### src/rtl/decoder_scan_nto2n.sv
// N-to-2^N one-hot decoder with direct (handshaked) and optional auto-scan modes.
// Scan mode and its dwell counter exist only when DECODER_SCAN_EN is defined.
module decoder_scan_nto2n #(
  parameter int unsigned N     = 2,
  parameter int unsigned DWELL = 4
) (
  input  logic              clk,
  input  logic              rst_n,
  input  logic              en,
  input  logic              mode,
  input  logic [N-1:0]      sel_in,
  input  logic              in_valid,
  output logic              in_ready,
  output logic [2**N-1:0]   y,
  output logic              y_valid,
  output logic [N-1:0]      idx,
  output logic              wrap
);

  localparam int unsigned W = 2**N;

`ifdef DECODER_SCAN_EN
  typedef enum logic [1:0] {IDLE, DIRECT, SCAN} state_t;
`else
  typedef enum logic {IDLE, DIRECT} state_t;
`endif

  state_t         state, state_nxt;
  logic [W-1:0]   y_nxt;
  logic           y_valid_nxt;
  logic [N-1:0]   idx_nxt;

`ifdef DECODER_SCAN_EN
  logic [15:0]    cnt, cnt_nxt;
  logic           wrap_nxt;
  localparam logic [15:0] RELOAD = 16'(DWELL - 1);
`else
  logic unused_mode;
  assign unused_mode = mode;
`endif

  assign in_ready = (state == DIRECT) && en;

  always_comb begin
    state_nxt   = state;
    y_nxt       = y;
    y_valid_nxt = y_valid;
    idx_nxt     = idx;
`ifdef DECODER_SCAN_EN
    cnt_nxt     = cnt;
    wrap_nxt    = 1'b0;
`endif
    case (state)
      IDLE: begin
        if (en) begin
`ifdef DECODER_SCAN_EN
          if (mode) begin
            state_nxt   = SCAN;
            idx_nxt     = '0;
            y_nxt       = W'(1);
            y_valid_nxt = 1'b1;
            cnt_nxt     = RELOAD;
          end else begin
            state_nxt   = DIRECT;
          end
`else
          state_nxt = DIRECT;
`endif
        end
      end
      DIRECT: begin
        if (!en) begin
          state_nxt   = IDLE;
          y_nxt       = '0;
          y_valid_nxt = 1'b0;
          idx_nxt     = '0;
        end else if (in_valid) begin
          y_nxt       = W'(1) << sel_in;
          idx_nxt     = sel_in;
          y_valid_nxt = 1'b1;
        end
      end
`ifdef DECODER_SCAN_EN
      SCAN: begin
        if (!en) begin
          state_nxt   = IDLE;
          y_nxt       = '0;
          y_valid_nxt = 1'b0;
          idx_nxt     = '0;
          cnt_nxt     = '0;
        end else if (cnt == '0) begin
          // idx wraps naturally at N bits; flag the 2^N-1 -> 0 step
          cnt_nxt  = RELOAD;
          idx_nxt  = idx + N'(1);
          y_nxt    = W'(1) << idx_nxt;
          wrap_nxt = (idx == '1);
        end else begin
          cnt_nxt = cnt - 16'd1;
        end
      end
`endif
      default: begin
        state_nxt   = IDLE;
        y_nxt       = '0;
        y_valid_nxt = 1'b0;
        idx_nxt     = '0;
      end
    endcase
  end

  always_ff @(posedge clk or negedge rst_n) begin
    if (!rst_n) begin
      state   <= IDLE;
      y       <= '0;
      y_valid <= 1'b0;
      idx     <= '0;
    end else begin
      state   <= state_nxt;
      y       <= y_nxt;
      y_valid <= y_valid_nxt;
      idx     <= idx_nxt;
    end
  end

`ifdef DECODER_SCAN_EN
  always_ff @(posedge clk or negedge rst_n) begin
    if (!rst_n) begin
      cnt  <= '0;
      wrap <= 1'b0;
    end else begin
      cnt  <= cnt_nxt;
      wrap <= wrap_nxt;
    end
  end
`else
  assign wrap = 1'b0;
`endif

endmodule

### config.mk
export PLATFORM = sky130hd
export DESIGN_NAME = decoder_scan_nto2n
export DESIGN_NICKNAME = d
export VERILOG_FILES = /design/src/rtl/decoder_scan_nto2n.sv
export SDC_FILE = /design/constraint.sdc
export NUM_CORES = 1
export LEC_CHECK = 0
export ABC_CLOCK_PERIOD_IN_PS = 2000
export CAP_MARGIN = 20
export CELL_PAD_IN_SITES_DETAIL_PLACEMENT = 1
export CELL_PAD_IN_SITES_GLOBAL_PLACEMENT = 1
export CORE_AREA = 3 3 40 42
export DETAILED_ROUTE_END_ITERATION = 10
export DIE_AREA = 0 0 43 45
export PLACE_DENSITY = 0.74
export SLEW_MARGIN = 15
export SYNTH_ARGS = -nofsm -noshare
export SYNTH_HDL_FRONTEND = slang
export SYNTH_SLANG_ARGS = --single-unit
export TNS_END_PERCENT = 100
### constraint.sdc
create_clock -name clk -period 2 [get_ports clk]
set_input_delay 0.2 -clock clk [delete_from_list [all_inputs] [get_ports clk]]
set_output_delay 0.2 -clock clk [all_outputs]
set_load 0.02 [all_outputs]
# Word level (Yosys, flattened, before mapping)
# Index checks and enable logic that the tools add are counted.
# word_totals
register_bits,8
in_bits,7
output_inout_bits,9
wordCells,15
# op_classes
n_eq_ne,1
shift,1
muxes,7
reduce_logical,2
# ops
operator,count
2-to-1 mux 4 bit,2
2-to-1 mux 2 bit,2
<< shifter 1 x 2 -> 4 bit (first input constant),1
2-to-1 mux 1 bit,3
inequality test 2 x 1 -> 1 bit (second input constant),1
AND reduction 2 bit,1
logical AND 1 bit,1

# Longest topological paths before layout
# Gate-level depths: netlist (run 1).
# depth
word_depth,3
mapped_depth,4
mapped_depth_nobuf,3

# Worst setup path before layout (run 1)
# OpenSTA, ideal clock, no wires.
# synth_timing
path_type,reg-to-reg
start,register state
end,register y[0]
setup_time_ns,0.121
t_arrival_ns,0.799
required_time_ns,1.879
path_slack_ns,1.080
stages_incl_launch_ff,5
path_buffers,1
synth_period_minus_slack_ns,0.920
path_cell_list,dfrtp_1 > buf_6 > nand3_1 > nor2_1 > a22o_1
# synth_between
elab_chain_cells,1
# synth_lines
element,line_no,source
start: declaration,28,"state_t state, state_nxt;"
start signal: assignment,118,state <= state_nxt;
AND reduction 2 bit (no line),--,
end signal: assignment,119,y <= y_nxt;
end: declaration,14,"output logic [2**N-1:0] y,"
# No other way between the ends.
# A chain may end at the register's enable or synchronous reset.

# Worst setup path in the final report (run 1)
# layout_timing
start,register state
end,output in_ready
# layout_between
elab_chain_cells,1
# layout_lines
element,line_no,source
logical AND 1 bit,42,assign in_ready = (state == DIRECT) && en;
end: declaration,13,"output logic in_ready,"
# No other way between the ends.

==> results of run 1 <==
-- logic make-up (layout without fill, tap and decap cells) --
logic type | after synthesis | count (layout) | synth area share (%)
flip-flops | 8 | 8 | 58.4
AO/OA/AOI/OAI | 9 | 9 | 21.2
buffers and inverters | 4 | 19 | 7.67
AND/OR/NAND/NOR | 7 | 7 | 11.7
other | 1 | 1 | 1.09
-- worst reg2reg max path, stage by stage, from the launching register on --
cell and delay (ps):
dfrtp_1 460, nand3_1 120, nor2_1 60, a22o_1 230
-- area by class of cell --
type / instances / area share [%]
sequential: 8 / 39.8
multi-input combinational: 17 / 23.1
timing repair buffer: 14 / 27.4
clock buffer: 3 / 4.48
inverter: 2 / 1.49
tap: 15 / 3.73
-- routing by layer --
layer,global-route usage (%),part of all wire (%)
met1,10.9,42
met2,15.6,45
met3,4.38,12
met4,5.42,1.0
met5,0,0
-- layout by cell type, fill, tap and decap left out --
cell type        instances
nand4_1                  1
nand2b_2                 1
nand2_1                  1
conb_1                   1
a21bo_1                  1
a41o_1                   1
and2_1                   1
nand3_1                  1
a22o_1                   2
inv_1                    2
a21boi_1                 1
buf_4                    1
nand2_2                  1
a21oi_1                  2
clkdlybuf4s50_1         13
o2bb2ai_1                2
nor2_1                   1
dfrtp_1                  8
clkbuf_4                 3
-- power by group through the flow --
stage / logic (W) / registers (W) / clock network (W)
2_1_floorplan: 0.0000240 / 0.000192 / 0
3_3_place_gp: 0.0000719 / 0.000182 / 0
3_5_place_dp: 0.0000735 / 0.000183 / 0
4_1_cts: 0.0000741 / 0.000180 / 0.000126
5_1_grt: 0.0000790 / 0.000181 / 0.000134
6_report: 0.0000724 / 0.000180 / 0.000119
-- metrics by stage --
step | utilization (%) | power [W] | cells | setup slack (ps) | hold slack (ps)
final | 39.1 | 0.000372 | 59 | 315 | 226
after global routing | 39.1 | 0.000394 | 59 | 242 | 244
after CTS | 39.1 | 0.000380 | 59 | 295 | 232
after detailed placement | 37.4 | 0.000256 | 56 | 417 | 473
after global placement | 37.4 | 0.000254 | 56 | 417 | 478
after floorplan | - | 0.000216 | 29 | 1080 | -95.6
-- worst max path at each step --
stage	to	depth (start not counted)	from	slack [ps]
floorplan	y[0]	4	state	1080
global placement	in_ready	3	en	420
detailed placement	in_ready	3	en	420
CTS	in_ready	2	state	300
global route	in_ready	2	state	240
finish	in_ready	2	state	320
-- registers in the layout, indices dropped and copies added (netlist names) --
name / flops
y: 4
idx: 2
state: 1
y_valid: 1
==> summary.md, run 1 <==
| Metric | Value |
|---|---|
| Gate Count Post-Synth | 29 |
| Worst Path Max Fanout | 9 |
| Reg-to-reg endpoint | y[0] |
| Reg-to-Reg Start | state |
| Antenna Nets Post-Route | 0 |
| Critical Path Slowest Stage Cell | clkdlybuf4s50_1 |
| Die area | 1940 um2 |
| Total routed wirelength | 771 um |
| PwrDens | 739 nW/um2 |
| FF-to-FF path depth | 3 |
| Worst Setup End Kind | output pin |
| CTS tree | done |
| Clock sink count | 8 |
| Die Y | around 45 um |
| Crit path largest cell delay | just under 600 ps |
| Max-slew violation count | 0 |
| EDFF count, synth | 0 |
| Total GRT Usage | 9.74% |
| Clk root buf | clkbuf_4 |
| WP data required | 1800 ps |
| Sw power | between 0.00009 and 0.0001 W |
| Initial antenna violation count | 0 |
| Seq pwr share | 48.4% |
| VDD IR-drop max | 0.297 mV |
| Crit share post-route | between 80% and 90% |
| Initial Util | 26.7% |
| Cell with the most instances after synthesis | dfrtp_1 |
| Primary FF master, synth | dfrtp_1 |
| Wirelength per Cell | 13.1 um |
| Worst-path cell chain | and2_1, clkdlybuf4s50_1 |
| DP HPWL | a little over 600 um |
| CTS max path bufs | 2 |
| Drt pass-1 iters | 1 |
| Fin. Hold Viols | 0 |
| Seq/Total Area, Yosys | 58.4% |
| Int Pwr | 0.000278 W |
| Final setup violating endpoints | 0 |
| Filler cells | 144 |
| Worst EP arrival | 1480 ps |
| Synth-to-Final Area Change | 46.7% |
| Register cell area after layout | 200 um2 |
| Number of global-route vias before repair | around 320 |
| Critical path startpoint category | flip-flop |
| #FFs+latches synth | 8 |
| Syn nets | 36 |
| Synth warn | 0 |
| Clk Latency, worst-skew pair | 250 ps |
| Fmax | 593 MHz |
| Synth async-reset ratio | 100% |
| I/O Pins | 16 |
| GRT overflow | 0 |
| Max Cap Viol | 0 |
| RSZ-0062 raised after global routing | no |
| Leakage | approximately 0.23 nW |
| ANT cells | 0 |
| Tmin final | between 1500 and 2000 ps |
| Post-synth top cells | dfrtp_1 (8), a21oi_1 (2), a22o_1 (2), inv_1 (2), o2bb2ai_1 (2) |
| Hold_buf cts | 0 |
| Mean Syn Cell Area | 11.8 um2 |
| Pin count of the biggest net entering global routing | 10 |
| Top post-synthesis cells by area | dfrtp_1 (58%), a22o_1 (5.1%), o2bb2ai_1 (5.1%), buf_6 (3.3%), a21bo_1 (2.9%) |
| Status | complete, no violations |
| Clock power frac | around a third |
| CORE AREA | 1280 um2 |
| Logic pwr share | 19.5% |
| Layout cells sized above 1 | 13.6% |
| Clk slew on worst S/H paths | ~50 ps |
| Final Net Count | 53 |
| Min-Delay Path Class | input port to asynchronous set/reset pin |
| Yosys top cell by area | dfrtp_1 |
| Design Area, Final | 503 um2 |
| Num CTS Buffers | 3 |
| Post-synth top area share | 58.4% |
| Setup TNS | 0 ps |
| Iteration-0 DRC Markers | 0 |
| Mapped Area | 343 um2 |
| CP Buf/Inv Count | 1 |
| Post-CTS Setup Inserts | 0 |
| DRC viols | 0 |
| Layout Skew | 3.09 ps |
| CTS H-tree depth | 1 |
| First-pass GRT wire length | 1350 um |
| Routability cong. | 0.741 |
| Number of vias per cell | 4.56 |
| Post-synth cell types | 18 |
| DP Area | slightly below 500 um2 |
| Post-cts repair resize count | 0 |
| Sw frac | 25.2% |
| Critical path class | flip-flop to output pin |
| Reg2Reg Setup Slack | 1010 ps |
| Area of the multi-input gates | between 100 and 150 um2 |
| Rows | 13 |
| Die W | between 40 and 50 um |
| Delay-heaviest family, CP | buffers and inverters |
| Via count | between 200 and 300 |
| IO Port Bufs | 13 |
Note: power is estimated with default switching activity, not from simulation.
==> run 2, diff against run 1 <==
--- a/config.mk
+++ b/config.mk
@@ -5,14 +5,14 @@
 export SDC_FILE = /design/constraint.sdc
 export NUM_CORES = 1
 export LEC_CHECK = 0
-export ABC_CLOCK_PERIOD_IN_PS = 2000
+export ABC_CLOCK_PERIOD_IN_PS = 1450
 export CAP_MARGIN = 20
 export CELL_PAD_IN_SITES_DETAIL_PLACEMENT = 1
 export CELL_PAD_IN_SITES_GLOBAL_PLACEMENT = 1
-export CORE_AREA = 3 3 40 42
+export CORE_MARGIN = 3
+export CORE_UTILIZATION = 25
 export DETAILED_ROUTE_END_ITERATION = 10
-export DIE_AREA = 0 0 43 45
-export PLACE_DENSITY = 0.74
+export PLACE_DENSITY = 0.75
 export SLEW_MARGIN = 15
 export SYNTH_ARGS = -nofsm -noshare
 export SYNTH_HDL_FRONTEND = slang
==> constraint.sdc (replaced) <==
create_clock -name clk -period 1.45 [get_ports clk]
set_input_delay 0.145 -clock clk [delete_from_list [all_inputs] [get_ports clk]]
set_output_delay 0.145 -clock clk [all_outputs]
set_load 0.02 [all_outputs]
==> summary.md, run 2 (same netlist as run 1, synthesis figures left out) <==
| Metric | Value |
|---|---|
| Status | complete, no violations |
| Worst setup path startpoint | y_valid |
| RSZ-0062 raised after global routing | no |
| Tmin final | between 1000 and 1500 ps |
| WP data required | 1310 ps |
| ANT cells | 0 |
| Commonest non-fill, non-tap cells in the layout | clkdlybuf4s50_1 (12), dfrtp_1 (8), clkbuf_4 (3) |
| Worst-path cell chain | clkdlybuf4s50_1 |
| Max Cap Viol | 0 |
| Initial antenna violation count | 0 |
| Critical path class | flip-flop to output pin |
| CTS H-tree depth | 1 |
| DP Area | 487 um2 |
| Sw frac | 25.8% |
| Die Y | 43.0 um |
| Fin. Hold Viols | 0 |
| Reg2Reg Setup Slack | 450 ps |
| Seq pwr share | between 40% and 50% |
| PwrDens | 1020 nW/um2 |
| Top Registers | y (4), idx (2) |
| Critical path startpoint category | flip-flop |
| CORE AREA | between 1000 and 1500 um2 |
| Number of vias per cell | 4.78 |
| Max-slew violation count | 0 |
| Filler cells | 137 |
| Die W | between 40 and 50 um |
| Final Net Count | 54 |
| Int Pwr | 0.000384 W |
| Clock power frac | about a third |
| Final Non-Filler Cells | between 50 and 60 |
| Hold_buf cts | 0 |
| Num CTS Buffers | 3 |
| Worst Path Max Fanout | 2 |
| Clk root buf | clkbuf_4 |
| Min-Delay Path Class | input port to asynchronous set/reset pin |
| Pin count of the biggest net entering global routing | 9 |
| Clk Latency, worst-skew pair | 250 ps |
| Design Area, Final | 508 um2 |
| Commonest non-fill, non-tap cell in the layout | clkdlybuf4s50_1 |
| VDD IR-drop max | between 0.6 and 0.7 mV |
| Worst Setup End Kind | output pin |
| Placed insts | 56 |
| Setup TNS | 0 ps |
| Core Util, Final | 42.3% |
| DRC viols | 0 |
| Routability cong. | 0.730 |
| Clock sink count | 8 |
| CTS tree | done |
| Fmax | 738 MHz |
| Layout Skew | 2.50 ps |
| Largest register FFs | 4 |
| Top reg by flops | y |
| Rows | 12 |
| Critical path endpoint | y_valid |
| Layout cells sized above 1 | 15.6% |
| FF-to-FF path depth | 4 |
| Die area | ~1900 um2 |
| First-pass GRT wire length | 1440 um |
| IO Port Bufs | 13 |
| Critical Path Slowest Stage Cell | clkdlybuf4s50_1 |
| Wirelength per Cell | 14.3 um |
| Worst EP arrival | 1210 ps |
| Total routed wirelength | 842 um |
| Initial Util | between 20 and 30% |
| CP Buf/Inv Count | 1 |
| CTS max path bufs | 2 |
| Clk slew on worst S/H paths | around 50 ps |
| GRT overflow | 0 |
| Antenna Nets Post-Route | 0 |
| Drt pass-1 iters | 2 |
| Levels on crit path | 1 |
| Reg-to-reg endpoint | y[1] |
| Delay-heaviest family, CP | buffers and inverters |
| Logic pwr share | 20.2% |
| Worst hold margin | 170 ps |
| Final setup violating endpoints | 0 |
| Total GRT Usage | 12.1% |
| Sw power | 0.000133 W |
| Synth-to-Final Area Change | 48.2% |
| Crit path largest cell delay | 610 ps |
| Crit share post-route | roughly 93% |
| DP HPWL | 665 um |
| Iteration-0 DRC Markers | 2 |
| Number of global-route vias before repair | ~320 |
| Reg-to-Reg Start | state |
| I/O Pins | 16 |
| Leakage | roughly 0.24 nW |
| Via count | 282 |
run 2: worst min-delay path by stage:
stage               endpoint  slack (ps)  cells after the start
floorplan             idx[0]        -150                      0
global placement        y[0]         440                      1
detailed placement      y[0]         450                      1
CTS                     y[0]         170                      1
global route            y[0]         180                      1
finish                  y[0]         170                      1
run 2: routing by layer:
metal / routed length, um / track usage, %
met1: 322 / 10.2
met2: 440 / 19.2
met3: 31 / 3.81
met4: 48 / 16.3
met5: 0 / 0
run 2: area by class of cell:
cell class	instances	area [um2]	share of cell area (%)
Clock buffer	3	22.5	4.43
Inverter	2	7.51	1.48
Multi-Input combinational cell	17	116	22.9
Sequential cell	8	200	39.4
Tap cell	14	17.5	3.45
Timing Repair Buffer	15	144	28.3
run 2: timing repair:
action                     4_1_cts  5_1_grt
setup endpoints to repair        1        0
gates resized for setup          1        0
buffers inserted                 0        0
run 2: power by group through the flow:
stage | Clock [W] | Combinational [W] | Sequential, W
2_1_floorplan | 0 | 0.0000331 | 0.000265
6_report | 0.000168 | 0.000105 | 0.000245
3_5_place_dp | 0 | 0.000107 | 0.000249
5_1_grt | 0.000196 | 0.000113 | 0.000247
4_1_cts | 0.000182 | 0.000106 | 0.000245
3_3_place_gp | 0 | 0.000104 | 0.000248
run 2: metrics by stage:
| step | setup WS (ps) | power [W] |
|---|---|---|
| after global placement | -19.6 | 0.000352 |
| after floorplan | 530 | 0.000298 |
| after CTS | 70.3 | 0.000534 |
| after global routing | 31.5 | 0.000556 |
| after detailed placement | -40.8 | 0.000356 |
| final | 95.1 | 0.000518 |
==> run 3, diff against run 2 <==
--- a/config.mk
+++ b/config.mk
@@ -9,10 +9,11 @@
 export CAP_MARGIN = 20
 export CELL_PAD_IN_SITES_DETAIL_PLACEMENT = 1
 export CELL_PAD_IN_SITES_GLOBAL_PLACEMENT = 1
-export CORE_MARGIN = 3
-export CORE_UTILIZATION = 25
+export CORE_AREA = 2 2 39 41
 export DETAILED_ROUTE_END_ITERATION = 10
-export PLACE_DENSITY = 0.75
+export DIE_AREA = 0 0 41 43
+export DONT_BUFFER_PORTS = 1
+export PLACE_DENSITY = 0.55
 export SLEW_MARGIN = 15
 export SYNTH_ARGS = -nofsm -noshare
 export SYNTH_HDL_FRONTEND = slang
==> summary.md, run 3 (same netlist as run 1, synthesis figures left out) <==
| Metric | Value |
|---|---|
| Status | complete, no violations |
| CORE AREA | 1380 um2 |
| Critical path startpoint category | flip-flop |
| Reg-to-reg endpoint | y[0] |
| Wirelength per Cell | approximately 15 um |
| Area of the multi-input gates | 116 um2 |
| Max Cap Viol | 0 |
| Rows | 14 |
| Top reg by flops | y |
| Total routed wirelength | 722 um |
| Initial Util | 24.8% |
| Setup TNS | 0 ps |
| IO Port Bufs | 0 |
| Tmin final | 1150 ps |
| Clk root buf | clkbuf_4 |
| Critical Path Slowest Stage Cell | dfrtp_1 |
| Clk slew on worst S/H paths | 50 ps |
| CTS max path bufs | 2 |
| Register cell area after layout | 200 um2 |
| Top Registers | y (4), idx (2) |
| Initial antenna violation count | 0 |
| Worst-path cell chain | and2_1 |
| Levels on crit path | 1 |
| RSZ-0062 raised after global routing | no |
| Fmax | 868 MHz |
| ANT cells | 0 |
| Reg2Reg Setup Slack | 430 ps |
| Routability cong. | 0.635 |
| PwrDens | 1170 nW/um2 |
| Max-slew violation count | 0 |
| Number of vias per cell | 4.76 |
| Core Util, Final | between 20% and 30% |
| Filler cells | 164 |
| Critical path class | flip-flop to output pin |
| Final Net Count | 42 |
| Worst EP arrival | 1010 ps |
| Commonest non-fill, non-tap cells in the layout | dfrtp_1 (8), clkbuf_4 (3), dlygate4sd3_1 (3) |
| Largest register FFs | 4 |
| CTS tree | done |
| Pin count of the biggest net entering global routing | 10 |
| Antenna Nets Post-Route | 0 |
| Post-cts repair resize count | 0 |
| Reg-to-Reg Start | state |
| Worst Setup End Kind | output pin |
| CP Buf/Inv Count | 0 |
| Synth-to-Final Area Change | 15.7% |
| Worst setup path startpoint | state |
| Die Y | about 43 um |
| Num CTS Buffers | 3 |
| Crit path largest cell delay | 480 ps |
| Die area | 1760 um2 |
| Clk Latency, worst-skew pair | 240 ps |
| Number of global-route vias before repair | 263 |
| Via count | 233 |
| Total GRT Usage | 10.1% |
| First-pass GRT wire length | 1150 um |
| Layout Skew | roughly 0.46 ps |
| GRT overflow | 0 |
| Clock sink count | 8 |
| WP data required | 1310 ps |
| Worst Path Max Fanout | 9 |
| Delay-heaviest family, CP | flip-flops |
| FF-to-FF path depth | 3 |
| CTS H-tree depth | 1 |
| Drt pass-1 iters | 1 |
| Die W | between 40 and 50 um |
| Critical path endpoint | in_ready |
| Leakage | 0.194 nW |
| Iteration-0 DRC Markers | 0 |
| Final setup violating endpoints | 0 |
| Fin. Hold Viols | 0 |
| DRC viols | 0 |
| Crit share post-route | 79.5% |
| Commonest non-fill, non-tap cell in the layout | dfrtp_1 |
| VDD IR-drop max | 0.357 mV |
| Min-Delay Path Class | input port to flip-flop |
| Layout cells sized above 1 | around 15% |
| I/O Pins | 16 |
==> run 3: layer usage <==
| metal | global-route usage, % | vias to the layer above | wire length [um] | share of wire (%) |
|---|---|---|---|---|
| li1 | - | 108 | - | - |
| met3 | 4.71 | 2 | 74 | 10 |
| met4 | 6.00 | 0 | 8 | 1.1 |
| met2 | 13.1 | 12 | 321 | 44 |
| met1 | 13.0 | 111 | 318 | 44 |
| met5 | 0 | - | 0 | 0 |
==> run 3: area by class of cell <==
type                       instances  area share, %
sequential                         8           50.5
multi-input combinational         17           29.3
timing repair buffer               3           7.57
clock buffer                       3           5.68
tap                               16           5.05
inverter                           2           1.89
==> run 3: how the worst min path moves through the flow <==
| stage | from | endpoint | depth (start not counted) |
|---|---|---|---|
| floorplan | rst_n | idx[0] | 0 |
| global placement | rst_n | y_valid | 0 |
| detailed placement | rst_n | y_valid | 0 |
| CTS | en | y_valid | 2 |
| global route | en | y_valid | 2 |
| finish | en | y_valid | 2 |
==> run 3: power by group <==
group | internal (W) | switching [W]
clock | 0.0000940 | 0.0000648
sequential | 0.000238 | 0.0000287
combinational | 0.0000192 | 0.0000209
total | 0.000351 | 0.000114
==> run 3: metrics by stage <==
stage	std cells	worst slack [ps]	area, um2	hold WS [ps]	power (W)
final	49	298	397	26.1	0.000465
after global routing	49	237	397	17.6	0.000499
after CTS	49	279	397	21.8	0.000478
after detailed placement	43	419	344	-150	0.000300
after global placement	43	487	344	-150	0.000299
after floorplan	29	530	343	-151	0.000298
==> run 3: timing repair <==
action	CTS	global route
endpoints found under the hold margin	10	0
buffers inserted	0	0
hold buffers	3	0
==> RTL edit: new RTL, config.mk and constraints of run 3 <==
Set the parameter `N` to 1 (it was 2). Comments in the files are not updated.
--- a/src/rtl/decoder_scan_nto2n.sv
+++ b/src/rtl/decoder_scan_nto2n.sv
@@ -1,7 +1,7 @@
 // N-to-2^N one-hot decoder with direct (handshaked) and optional auto-scan modes.
 // Scan mode and its dwell counter exist only when DECODER_SCAN_EN is defined.
 module decoder_scan_nto2n #(
-  parameter int unsigned N     = 2,
+  parameter int unsigned N     = 1,
   parameter int unsigned DWELL = 4
 ) (
   input  logic              clk,
Ports: changed (resized idx, sel_in and y); port bits go from 16 to 12. No check against the original RTL was run, so the function may have changed too.
==> RTL edit against run 3 <==
  * Routed wire length shrank 35%
  * Fmax grew 9.1%
  * Sequential share of layout area shrank 8.4 points
  * Final area shrank 40%
  * Combinational power shrank 36%
  * Total power shrank 32%
  * Register-to-register slack gained 70 ps
  * Setup slack gained 96 ps
  * Synthesized area shrank 45%
  * Sequential cell count shrank 4
  * Critical endpoint unchanged
==> RTL edit: results <==
[power_and_ir_drop]
power_frac_comb_pct = 8.2
p_clk_uw = 138
p_leak_nw = 0.0972

[clock_network]
cts.hold.buffers_added = 2

[place]
place.gp.congestion = 0.576
dp_cells = 33
dpl_cell_area_um2 = 195

[timing]
finalClockSkew_ps = 1.50

[cells_and_area]
drive_gt1_share_pct = 18.2
nNetsFinal = 30
stdcell_count = 38
largestRegisters = "y: 2 flops, state: 1 flops, y_valid: 1 flops"
n_fill_cell = 160

[global_route]
grt_pass1_wl_um = 800
grt_max_degree = 8
grt_pass1_vias = 171
grt_usage_pct = 7.54

[synthesis]
synth_fp_nets = 25
synth_cell_type_count = 11
yosys-top-cells-area = "dfrtp_1, buf_4, o211ai_1, nand2b_1, a21oi_1"
ys_seq_area_share_pct = 52.6
synth_compound_area_share_pct = 13.2

[setup_path]
critPathMaxStageDelay_ps = 430
worst-path-max-fanout = 7
cp.arrival_ps = 910

[outcome]
status = "completed"

[routing]
postRouteWirelength_um = 466
## RTL edit: changes by cell type after synthesis, sizes merged, moves of 2 or more
cell / delta
o211ai: +2
dfrtp: -4
o2bb2ai: -2
a22o: -2
## RTL edit: cell type report
class	count	area (µm²)	share of cell area, %
Inverter	1	3.75	1.58
Timing Repair Buffer	2	20.0	8.42
Tap cell	16	20.0	8.42
Sequential cell	4	100	42.1
Clock buffer	3	22.5	9.47
Multi-Input combinational cell	12	71.3	30.0
## RTL edit: final timing paths
| kind | from | endpoint | slack [ps] | depth (start not counted) |
|---|---|---|---|---|
| max | state$_DFF_PN0_ | in_ready | 390 | 1 |
| min | in_valid | y[0]$_DFFE_PN0P_ | 30 | 1 |
| max reg2reg | y[1]$_DFFE_PN0P_ | y[1]$_DFFE_PN0P_ | 500 | 2 |
| min reg2reg | state$_DFF_PN0_ | y_valid$_DFFE_PN0P_ | 570 | 1 |
| max in group asynchronous | rst_n | y[1]$_DFFE_PN0P_ | 1080 | 1 |
| min in group asynchronous | rst_n | state$_DFF_PN0_ | 190 | 1 |
## RTL edit: metrics by stage
stage | worst slack [ps] | hold slack (ps) | power, mW
floorplan | 662 | -151 | 0.175
global placement | 535 | -150 | 0.171
detailed placement | 494 | -150 | 0.174
CTS | 379 | 26.1 | 0.327
global route | 338 | 37.1 | 0.339
finish | 394 | 34.0 | 0.316
## RTL edit: layer usage
metal	track usage (%)	share of wire, %	up-vias
li1	-	-	69
met1	8.39	41	71
met2	8.44	40	9
met3	6.81	19	0
met4	6.00	0	0
met5	0	0	-
